==> config.mk <==
export PLATFORM = sky130hd
export DESIGN_NAME = kernel_window_loader
export DESIGN_NICKNAME = d
export VERILOG_FILES = /design/src/rtl/isa_pkg.sv /design/src/rtl/kernel_window_loader_window_regs.sv /design/src/rtl/kernel_window_loader.sv
export SDC_FILE = /design/constraint.sdc
export NUM_CORES = 1
export LEC_CHECK = 0
export CORE_AREA = 2 2 135 137
export DETAILED_ROUTE_END_ITERATION = 6
export DIE_AREA = 0 0 137 139
export PLACE_DENSITY = 0.78
export RECOVER_POWER = 100
export SLEW_MARGIN = 30
export SYNTH_ARGS = -nofsm -noshare
export SYNTH_HDL_FRONTEND = slang
export SYNTH_SLANG_ARGS = --single-unit
export TNS_END_PERCENT = 20
==> constraint.sdc <==
create_clock -name clk -period 3.15 [get_ports clk]
set_clock_uncertainty 0.15 [all_clocks]
set_input_delay 0.4725 -clock clk [delete_from_list [all_inputs] [get_ports clk]]
set_output_delay 0.4725 -clock clk [all_outputs]
set_load 0.03 [all_outputs]
==> src/rtl/isa_pkg.sv <==
// Shared types for the kernel window loader: row/window types and FSM state encoding.
package isa_pkg;

  localparam int PKG_ADDR_W = 16;
  localparam int PKG_ROW_W  = 24;

  typedef logic [PKG_ROW_W-1:0] row_t;
  typedef row_t window_t [0:2];

  typedef enum logic [1:0] {
    IDLE        = 2'd0,
    LOAD_FETCH  = 2'd1,
    LOAD_COMMIT = 2'd2,
    SLIDE_FETCH = 2'd3
  } loader_state_t;

endpackage

==> src/rtl/kernel_window_loader_window_regs.sv <==
// Three-row window register: parallel load on commit, shift-in of a new bottom row on slide.
module window_regs #(
  parameter int ROW_W = 24
) (
  input  logic             clk,
  input  logic             rst,
  input  logic             load_en_i,
  input  logic [ROW_W-1:0] load_rows_i [0:2],
  input  logic             shift_en_i,
  input  logic [ROW_W-1:0] shift_in_i,
  output logic [ROW_W-1:0] rows_o [0:2]
);

  logic [ROW_W-1:0] rows_q [0:2];

  // Load has priority; the FSM never asserts both in one cycle.
  always_ff @(posedge clk) begin
    if (rst) begin
      rows_q[0] <= '0;
      rows_q[1] <= '0;
      rows_q[2] <= '0;
    end else if (load_en_i) begin
      rows_q[0] <= load_rows_i[0];
      rows_q[1] <= load_rows_i[1];
      rows_q[2] <= load_rows_i[2];
    end else if (shift_en_i) begin
      rows_q[0] <= rows_q[1];
      rows_q[1] <= rows_q[2];
      rows_q[2] <= shift_in_i;
    end
  end

  assign rows_o = rows_q;

endmodule

==> src/rtl/kernel_window_loader.sv <==
// Fetches and maintains the 3-row pixel window for the kernel ALU; stalls the pipeline while fetching.
// Memory handshake: a transfer completes in any cycle where mem_req && mem_ack; mem_addr is stable while mem_req waits.
module kernel_window_loader
  import isa_pkg::*;
#(
  parameter int ADDR_W = 16,
  parameter int ROW_W  = 24
) (
  input  logic              clk,
  input  logic              rst,
  input  logic              load_req,
  input  logic              slide_req,
  input  logic [ADDR_W-1:0] base_addr,
  input  logic [ADDR_W-1:0] stride,
  output logic              mem_req,
  output logic [ADDR_W-1:0] mem_addr,
  input  logic              mem_ack,
  input  logic [ROW_W-1:0]  mem_rdata,
  output logic [ROW_W-1:0]  cache [0:2],
  output logic              cache_valid,
  output logic              done_o,
  output logic              stall_o,
  output loader_state_t     state_o
);

  loader_state_t     state_q, state_d;
  logic [ADDR_W-1:0] fetch_addr_q, fetch_addr_d;
  logic [ADDR_W-1:0] last_addr_q, last_addr_d;
  logic [1:0]        row_idx_q, row_idx_d;
  logic              mem_req_q, mem_req_d;
  logic              valid_q, valid_d;
  logic              done_q, done_d;
  logic [ROW_W-1:0]  shadow_q [0:2];
  logic              ack;
  logic              shadow_we;
  logic              commit;
  logic              shift;

  assign ack = mem_req_q && mem_ack;

  always_comb begin
    state_d      = state_q;
    fetch_addr_d = fetch_addr_q;
    last_addr_d  = last_addr_q;
    row_idx_d    = row_idx_q;
    mem_req_d    = mem_req_q;
    valid_d      = valid_q;
    done_d       = 1'b0;
    shadow_we    = 1'b0;
    commit       = 1'b0;
    shift        = 1'b0;
    case (state_q)
      IDLE: begin
        if (load_req) begin
          state_d      = LOAD_FETCH;
          row_idx_d    = 2'd0;
          fetch_addr_d = base_addr;
          valid_d      = 1'b0;
          mem_req_d    = 1'b1;
        end else if (slide_req && valid_q) begin
          state_d      = SLIDE_FETCH;
          fetch_addr_d = last_addr_q + stride;
          mem_req_d    = 1'b1;
        end
      end
      LOAD_FETCH: begin
        if (ack) begin
          shadow_we    = 1'b1;
          fetch_addr_d = fetch_addr_q + stride;
          row_idx_d    = row_idx_q + 2'd1;
          if (row_idx_q == 2'd2) begin
            state_d     = LOAD_COMMIT;
            last_addr_d = fetch_addr_q;
            mem_req_d   = 1'b0;
          end
        end
      end
      LOAD_COMMIT: begin
        commit  = 1'b1;
        valid_d = 1'b1;
        done_d  = 1'b1;
        state_d = IDLE;
      end
      SLIDE_FETCH: begin
        if (ack) begin
          shift       = 1'b1;
          last_addr_d = fetch_addr_q;
          done_d      = 1'b1;
          mem_req_d   = 1'b0;
          state_d     = IDLE;
        end
      end
      default: state_d = IDLE;
    endcase
  end

  always_ff @(posedge clk) begin
    if (rst) begin
      state_q      <= IDLE;
      fetch_addr_q <= '0;
      last_addr_q  <= '0;
      row_idx_q    <= 2'd0;
      mem_req_q    <= 1'b0;
      valid_q      <= 1'b0;
      done_q       <= 1'b0;
      shadow_q[0]  <= '0;
      shadow_q[1]  <= '0;
      shadow_q[2]  <= '0;
    end else begin
      state_q      <= state_d;
      fetch_addr_q <= fetch_addr_d;
      last_addr_q  <= last_addr_d;
      row_idx_q    <= row_idx_d;
      mem_req_q    <= mem_req_d;
      valid_q      <= valid_d;
      done_q       <= done_d;
      if (shadow_we) begin
        case (row_idx_q)
          2'd0:    shadow_q[0] <= mem_rdata;
          2'd1:    shadow_q[1] <= mem_rdata;
          default: shadow_q[2] <= mem_rdata;
        endcase
      end
    end
  end

  // The fetch address register doubles as the memory address, so it stays stable until acked.
  assign mem_addr    = rst ? '0 : fetch_addr_q;
  assign mem_req     = mem_req_q;
  assign cache_valid = valid_q;
  assign done_o      = done_q;
  assign stall_o     = (state_q != IDLE);
  assign state_o     = state_q;

  window_regs #(.ROW_W(ROW_W)) u_window_regs (
    .clk         (clk),
    .rst         (rst),
    .load_en_i   (commit),
    .load_rows_i (shadow_q),
    .shift_en_i  (shift),
    .shift_in_i  (mem_rdata),
    .rows_o      (cache)
  );

endmodule
==> run_results.csv, run 1 <==
group,metric,value,unit
timing,rsz0062_at_grt,"no",
global_route,grt_max_degree,69,
global_route,grt_pass1_vias,7666,
critical_path,crit_top_cell,"a211oi_1",
logic_synthesis,synthMuxAreaShare,8.800,%
logic_synthesis,synth-adder-area-share,5.033,%
route,drc,0,
logic_synthesis,async_flop_share,0,%
die,start_util,50.97,%
logic_synthesis,synth.net_count,1193,
die,rows,49,
cts,clock_latency,0.44,ns
route,ant_nets,0,
critical_path,path_class,"in2reg",
critical_path,cp_max_fo,3,
logic_synthesis,yosys_register_bits,183,
layout,drive_gt1_share,5.740,%
logic_synthesis,yosysWarnings,0,
place,gp_congestion,0.9391,
global_route,grt_first_pass_wirelength,38900,µm
route,post_drt_wl_per_cell,16.31,µm
critical_path,startpoint,"stride[0]",
route,drtIter0Drc,601,
logic_synthesis,syn_area,0.009000,mm²
route,routed.top_layer,"met5",
min_path,hp-class,"in2reg",
die,die_height,139,µm
timing,worst_pin_slew,1.193,ns
route,viasPerCell,5.706,
route,num_vias,8370,
cts,htreeDepth,4,
power_and_ir_drop,vdd_drop_max,0.3844,mV
logic_synthesis,syn_inst,1097,
die,coreArea,0.01766,mm²
route,met2_length,11120,µm
cts,post_cts_resized,0,
critical_path,crit_path_max_incr_delay,0.43,ns
place,io_buffers,154,
die,dieArea,0.01904,mm²
critical_path,cp-start-kind,"input port",
critical_path,reg2reg_to,"fetch_addr_q[14]",
critical_path,r2r_cells,8,
critical_path,cp_cell_sequence,"clkdlybuf4s50_1, ha_1, fa_1, a211oi_1, clkbuf_1, o21ai_0, nand4_1, nand2_1, xor2_1, o311ai_0, a211oi_1",
timing,min_period_over_period,90.74,%
place,placed_area,0.01082,mm²
logic_synthesis,ys_seq_area_share,40.71,%
cts,clk_pin_slew_worst_paths,0.08,ns
die,ios,155,
critical_path,critical-path-slowest-cell,"clkdlybuf4s50_1",
global_route,antenna_found_initial,2,
global_route,grt_usage,25.42,%
cts,clkSinkCount,183,
die,die_w,137,µm
logic_synthesis,synth_edf_count,0,
timing,hold_violations,0,
timing,post-route-min-period,2.858,ns
logic_synthesis,synth_compound_gate_area_share,20.77,%
logic_synthesis,avgSynthCellArea,8.204,µm²
global_route,grt_overflow,0,
critical_path,arrival,3.00,ns
run,drv_cap,0,
critical_path,critPathBufInv,2,
route,wl_met3,1604,µm
route,wirelength,23920,µm
layout,fin_nets,1320,
timing,slew_headroom,20.44,%
critical_path,end_kind,"flop",
layout,final_common_cell,"nand2_1",
logic_synthesis,synthDistinctLibCells,52,
critical_path,cp_top_family,"compound AO/OA/AOI/OAI gates",
critical_path,crit_cells,11,
logic_synthesis,synth_xor_xnor_area_share,2.044,%
cts,cts_tree,"done",
layout,final_cell_mix,"nand2_1 (221), dfxtp_1 (183), a21oi_1 (133), nor2_1 (104), dlygate4sd3_1 (96)",
power_and_ir_drop,p_total,5.233,mW
critical_path,r2r-start,"state_o[0]",
critical_path,crit_required,3.29,ns
route,first_pass_iters,6,
timing,slew_viol_final,0,
outcome,status,"complete, no violations",
layout,fin_area,0.01135,mm²
critical_path,r2r_slack,0.33,ns
cts,root_buffer,"clkbuf_16",
logic_synthesis,synth-simple-area-share,18.39,%
power_and_ir_drop,p_per_area,460.9,mW/mm²
logic_synthesis,ys.flop_type,"dfxtp_1",
logic_synthesis,synth_top_family_by_area,"compound AO/OA/AOI/OAI gates",
layout,area_growth,26.15,%
critical_path,endpoint,"fetch_addr_q[12]",
layout,nFillCells,1504,
cts,postCtsSetupRepairBufs,0,
cts,cts_max_path_buffers,2,
power_and_ir_drop,p_leak,4.081,nW
cts,numCtsBuffers,17,
min_path,hold_depth,2,
timing,fmax,0.3499,GHz
route,met1_length,10620,µm
timing,finalSetupViolCount,0,
cts,hold_buffers,0,
place,place_hpwl,16440,µm
[worst register-to-register path: stages, from the launching register on]
cell	delay, ns
dfxtp_1	0.64
nor2_1	0.21
a21oi_2	0.21
and2_1	0.16
clkbuf_1	0.64
nand2_1	0.27
a21oi_1	0.17
o21ai_0	0.09
and3_1	0.19
[cell families (layout without fill, tap and decap cells)]
| family | after synthesis | in the layout |
|---|---|---|
| compound gates | 299 | 299 |
| xor+xnor | 21 | 21 |
| fa+ha+maj | 35 | 35 |
| buf+inv | 87 | 227 |
| flops | 183 | 183 |
| mux | 79 | 79 |
| other cells | 0 | 1 |
| simple gates | 393 | 393 |
[power breakdown]
part           total [mW]  internal [mW]  switching [mW]  leakage (nW)
Combinational       0.665          0.279           0.387          2.31
Clock                2.18           1.14            1.03         0.293
Sequential           2.39           2.35          0.0436          1.48
[worst min path at each step]
stage	end	slack (ns)	start
after floorplan	shadow_q[0]	0.29	shadow_q[0]
after global placement	shadow_q[47]	0.29	shadow_q[47]
after detailed placement	shadow_q[27]	0.30	shadow_q[27]
after CTS	last_addr_q[9]	0.21	rst
after global routing	last_addr_q[11]	0.22	rst
final	last_addr_q[10]	0.21	rst
[Yosys cell counts, types with 7 or more instances]
cell type | count | area [µm²]
clkbuf_1 | 41 | 153.9
o21ai_0 | 21 | 105.1
mux2i_1 | 78 | 780.8
nor2_1 | 102 | 382.9
a21o_1 | 7 | 52.55
ha_1 | 33 | 412.9
a21oi_1 | 133 | 665.6
nand2_1 | 220 | 825.8
o211ai_1 | 10 | 75.07
nor3_1 | 7 | 35.03
xor2_1 | 12 | 105.1
nor2b_1 | 22 | 137.6
buf_2 | 24 | 120.1
nand3_1 | 11 | 55.05
xnor2_1 | 9 | 78.83
a211oi_1 | 81 | 608.1
buf_1 | 12 | 45.04
dfxtp_1 | 183 | 3664
o21a_1 | 9 | 67.56
[metrics by stage]
step	instances	hold WS, ns	utilization [%]	setup TNS, ns	setup slack [ns]
2_1_floorplan	1097	0.2860	-	0	0.5478
3_3_place_gp	1434	0.2909	61.26	-0.01691	-0.01691
3_5_place_dp	1434	0.2961	61.26	-0.1337	-0.06925
4_1_cts	1466	0.2088	64.69	0	0.3745
5_1_grt	1466	0.2238	64.29	0	0.1347
6_report	1467	0.2107	64.30	0	0.2917
[per-layer routing]
layer / GRT usage (%) / up-vias
li1: - / 4125
met1: 34.05 / 3884
met2: 40.30 / 317
met3: 5.848 / 42
met4: 8.356 / 2
met5: 0 / -
[registers in the layout (all words and copies together) (netlist names)]
register	count
mem_req	1
row_idx_q	2
u_window_regs.rows_o	72
state_o	2
shadow_q	72
done_o	1
last_addr_q	16
cache_valid	1
fetch_addr_q	16
[cell type report]
cell class	count	area [µm²]	area share [%]
repair buffers	189	1828	16.10
well taps	229	286.5	2.524
flip-flops and latches	183	3664	32.27
clock inverters	15	180.2	1.587
clock buffers	17	425.4	3.747
multi-input cells	827	4945	43.55
diodes	1	2.502	0.02204
inverters	6	22.52	0.1984
Power figures use the tool's default switching activity.
==> run 2: changes to the inputs <==
- CORE_AREA: 2 2 135 137 -> 8 8 141 143
- DIE_AREA: 0 0 137 139 -> 0 0 149 151
- GPL_TIMING_DRIVEN: not set -> 0
==> run_results.csv, run 2 (synthesis gave the netlist of run 1 again) <==
group,metric,value,unit
cts,cts_tree,"done",
timing,rsz0062_at_grt,"no",
place,place_hpwl,21580,µm
die,ios,155,
global_route,grt_pass1_vias,8348,
power_and_ir_drop,vdd_drop_max,0.4386,mV
die,dieArea,0.02250,mm²
run,drv_cap,0,
timing,setup_tns,0,ns
timing,finalSetupViolCount,0,
critical_path,crit_required,2.53,ns
critical_path,path_class,"in2out",
cts,clock_latency,0.45,ns
global_route,grt_first_pass_wirelength,44080,µm
critical_path,cp_max_fo,10,
critical_path,arrival,2.40,ns
timing,holdWs,0.3043,ns
timing,worst_pin_slew,0.8549,ns
layout,fin_area,0.01140,mm²
place,io_buffers,153,
power_and_ir_drop,p_total,5.211,mW
cts,root_buffer,"clkbuf_16",
timing,min_period_over_period,95.83,%
critical_path,cp-start-kind,"input port",
die,start_util,50.97,%
die,die_w,149,µm
power_and_ir_drop,p_leak,4.105,nW
global_route,grt_max_degree,20,
cts,clk_pin_slew_worst_paths,0.07,ns
layout,final_cell_mix,"nand2_1 (221), dfxtp_1 (183), a21oi_1 (133), nor2_1 (103), dlygate4sd3_1 (93)",
cts,clkSinkCount,183,
route,num_vias,8635,
place,placed_area,0.01082,mm²
critical_path,r2r_slack,0.32,ns
layout,fin_nets,1365,
cts,numCtsBuffers,17,
route,wirelength,28530,µm
route,first_pass_iters,5,
layout,area_growth,26.71,%
die,coreArea,0.01766,mm²
layout,final_common_cell,"nand2_1",
global_route,grt_usage,24.97,%
route,post_drt_wl_per_cell,18.87,µm
route,drtIter0Drc,713,
timing,post-route-min-period,3.019,ns
min_path,hold_depth,2,
layout,drive_gt1_share,5.226,%
layout,final_util,64.58,%
timing,slew_viol_final,0,
route,ant_nets,0,
min_path,hp-class,"reg2reg",
route,viasPerCell,5.711,
outcome,status,"complete, no violations",
cts,cts_max_path_buffers,2,
die,rows,49,
route,drc,0,
critical_path,end_kind,"output port",
layout,nFillCells,1551,
global_route,antenna_found_initial,0,
cts,htreeDepth,4,
critical_path,r2r_cells,8,
global_route,grt_overflow,0,
power_and_ir_drop,p_per_area,457.0,mW/mm²
cts,postCtsSetupRepairBufs,0,
die,die_height,151,µm
timing,slew_headroom,43.01,%
timing,hold_violations,0,
timing,fmax,0.3313,GHz
place,gp_congestion,0.9208,
run 2: changes by cell type in the layout (fill, tap and decap cells not counted), sizes merged:
cell | before | now
bufinv | 1 | 0
clkbuf | 26 | 72
clkdlybuf4s50 | 57 | 60
clkinv | 4 | 6
dlygate4sd3 | 96 | 93
inv | 15 | 13
run 2: layout make-up:
| class | count | area [µm²] | area share (%) |
|---|---|---|---|
| sequential | 183 | 3664 | 32.13 |
| multi-input combinational | 827 | 4955 | 43.45 |
| timing repair buffer | 153 | 1531 | 13.43 |
| buffer | 81 | 351.6 | 3.083 |
| tap | 229 | 286.5 | 2.513 |
| clock buffer | 18 | 439.2 | 3.851 |
| clock inverter | 14 | 151.4 | 1.328 |
| antenna | 1 | 2.502 | 0.02194 |
| inverter | 6 | 22.52 | 0.1975 |
run 2: report_power, final:
group / total [mW] / leakage [nW] / switching, mW / internal (mW)
sequential: 2.39 / 1.48 / 0.0404 / 2.35
combinational: 0.688 / 2.34 / 0.413 / 0.275
clock: 2.13 / 0.286 / 1.05 / 1.08
total: 5.21 / 4.11 / 1.51 / 3.70
run 2: timing repair:
item,4_1_cts,5_1_grt
setup endpoints to repair,16,3
pin swaps,0,0
gates resized for setup,4,2
hold buffers,0,0
run 2: routing by layer:
layer | vias up | share of wire [%] | global-route usage (%)
met3 | 47 | 8.6 | 6.543
met4 | 0 | 2.4 | 9.743
met5 | - | 0 | 0
met2 | 327 | 49 | 43.44
li1 | 4199 | - | -
met1 | 4062 | 40 | 28.85
run 2: worst paths after layout:
path	startpoint	to
setup / recovery	rst	mem_addr[11]
hold / removal	shadow_q[40]	shadow_q[40]
setup reg to reg	state_o[1]	shadow_q[25]
hold reg to reg	shadow_q[40]	shadow_q[40]
run 2: worst max-delay path: stages:
cell             delay (ns)
clkdlybuf4s50_1        0.50
clkbuf_2               0.27
clkbuf_2               0.36
nor2b_1                0.09
dlygate4sd3_1          0.71
run 2: per-stage QoR:
stage          setup slack (ns)  cells
6_report                 0.1315   1512
5_1_grt                 0.04552   1511
4_1_cts                 0.02895   1511
3_5_place_dp            -0.4031   1479
3_3_place_gp            -0.3269   1479
2_1_floorplan            0.5478   1097
==> run 3: changes to the inputs <==
- ABC_AREA: not set -> 0
==> results of run 3 <==
Final layout, timing and power as in run 2 (identical DEF).
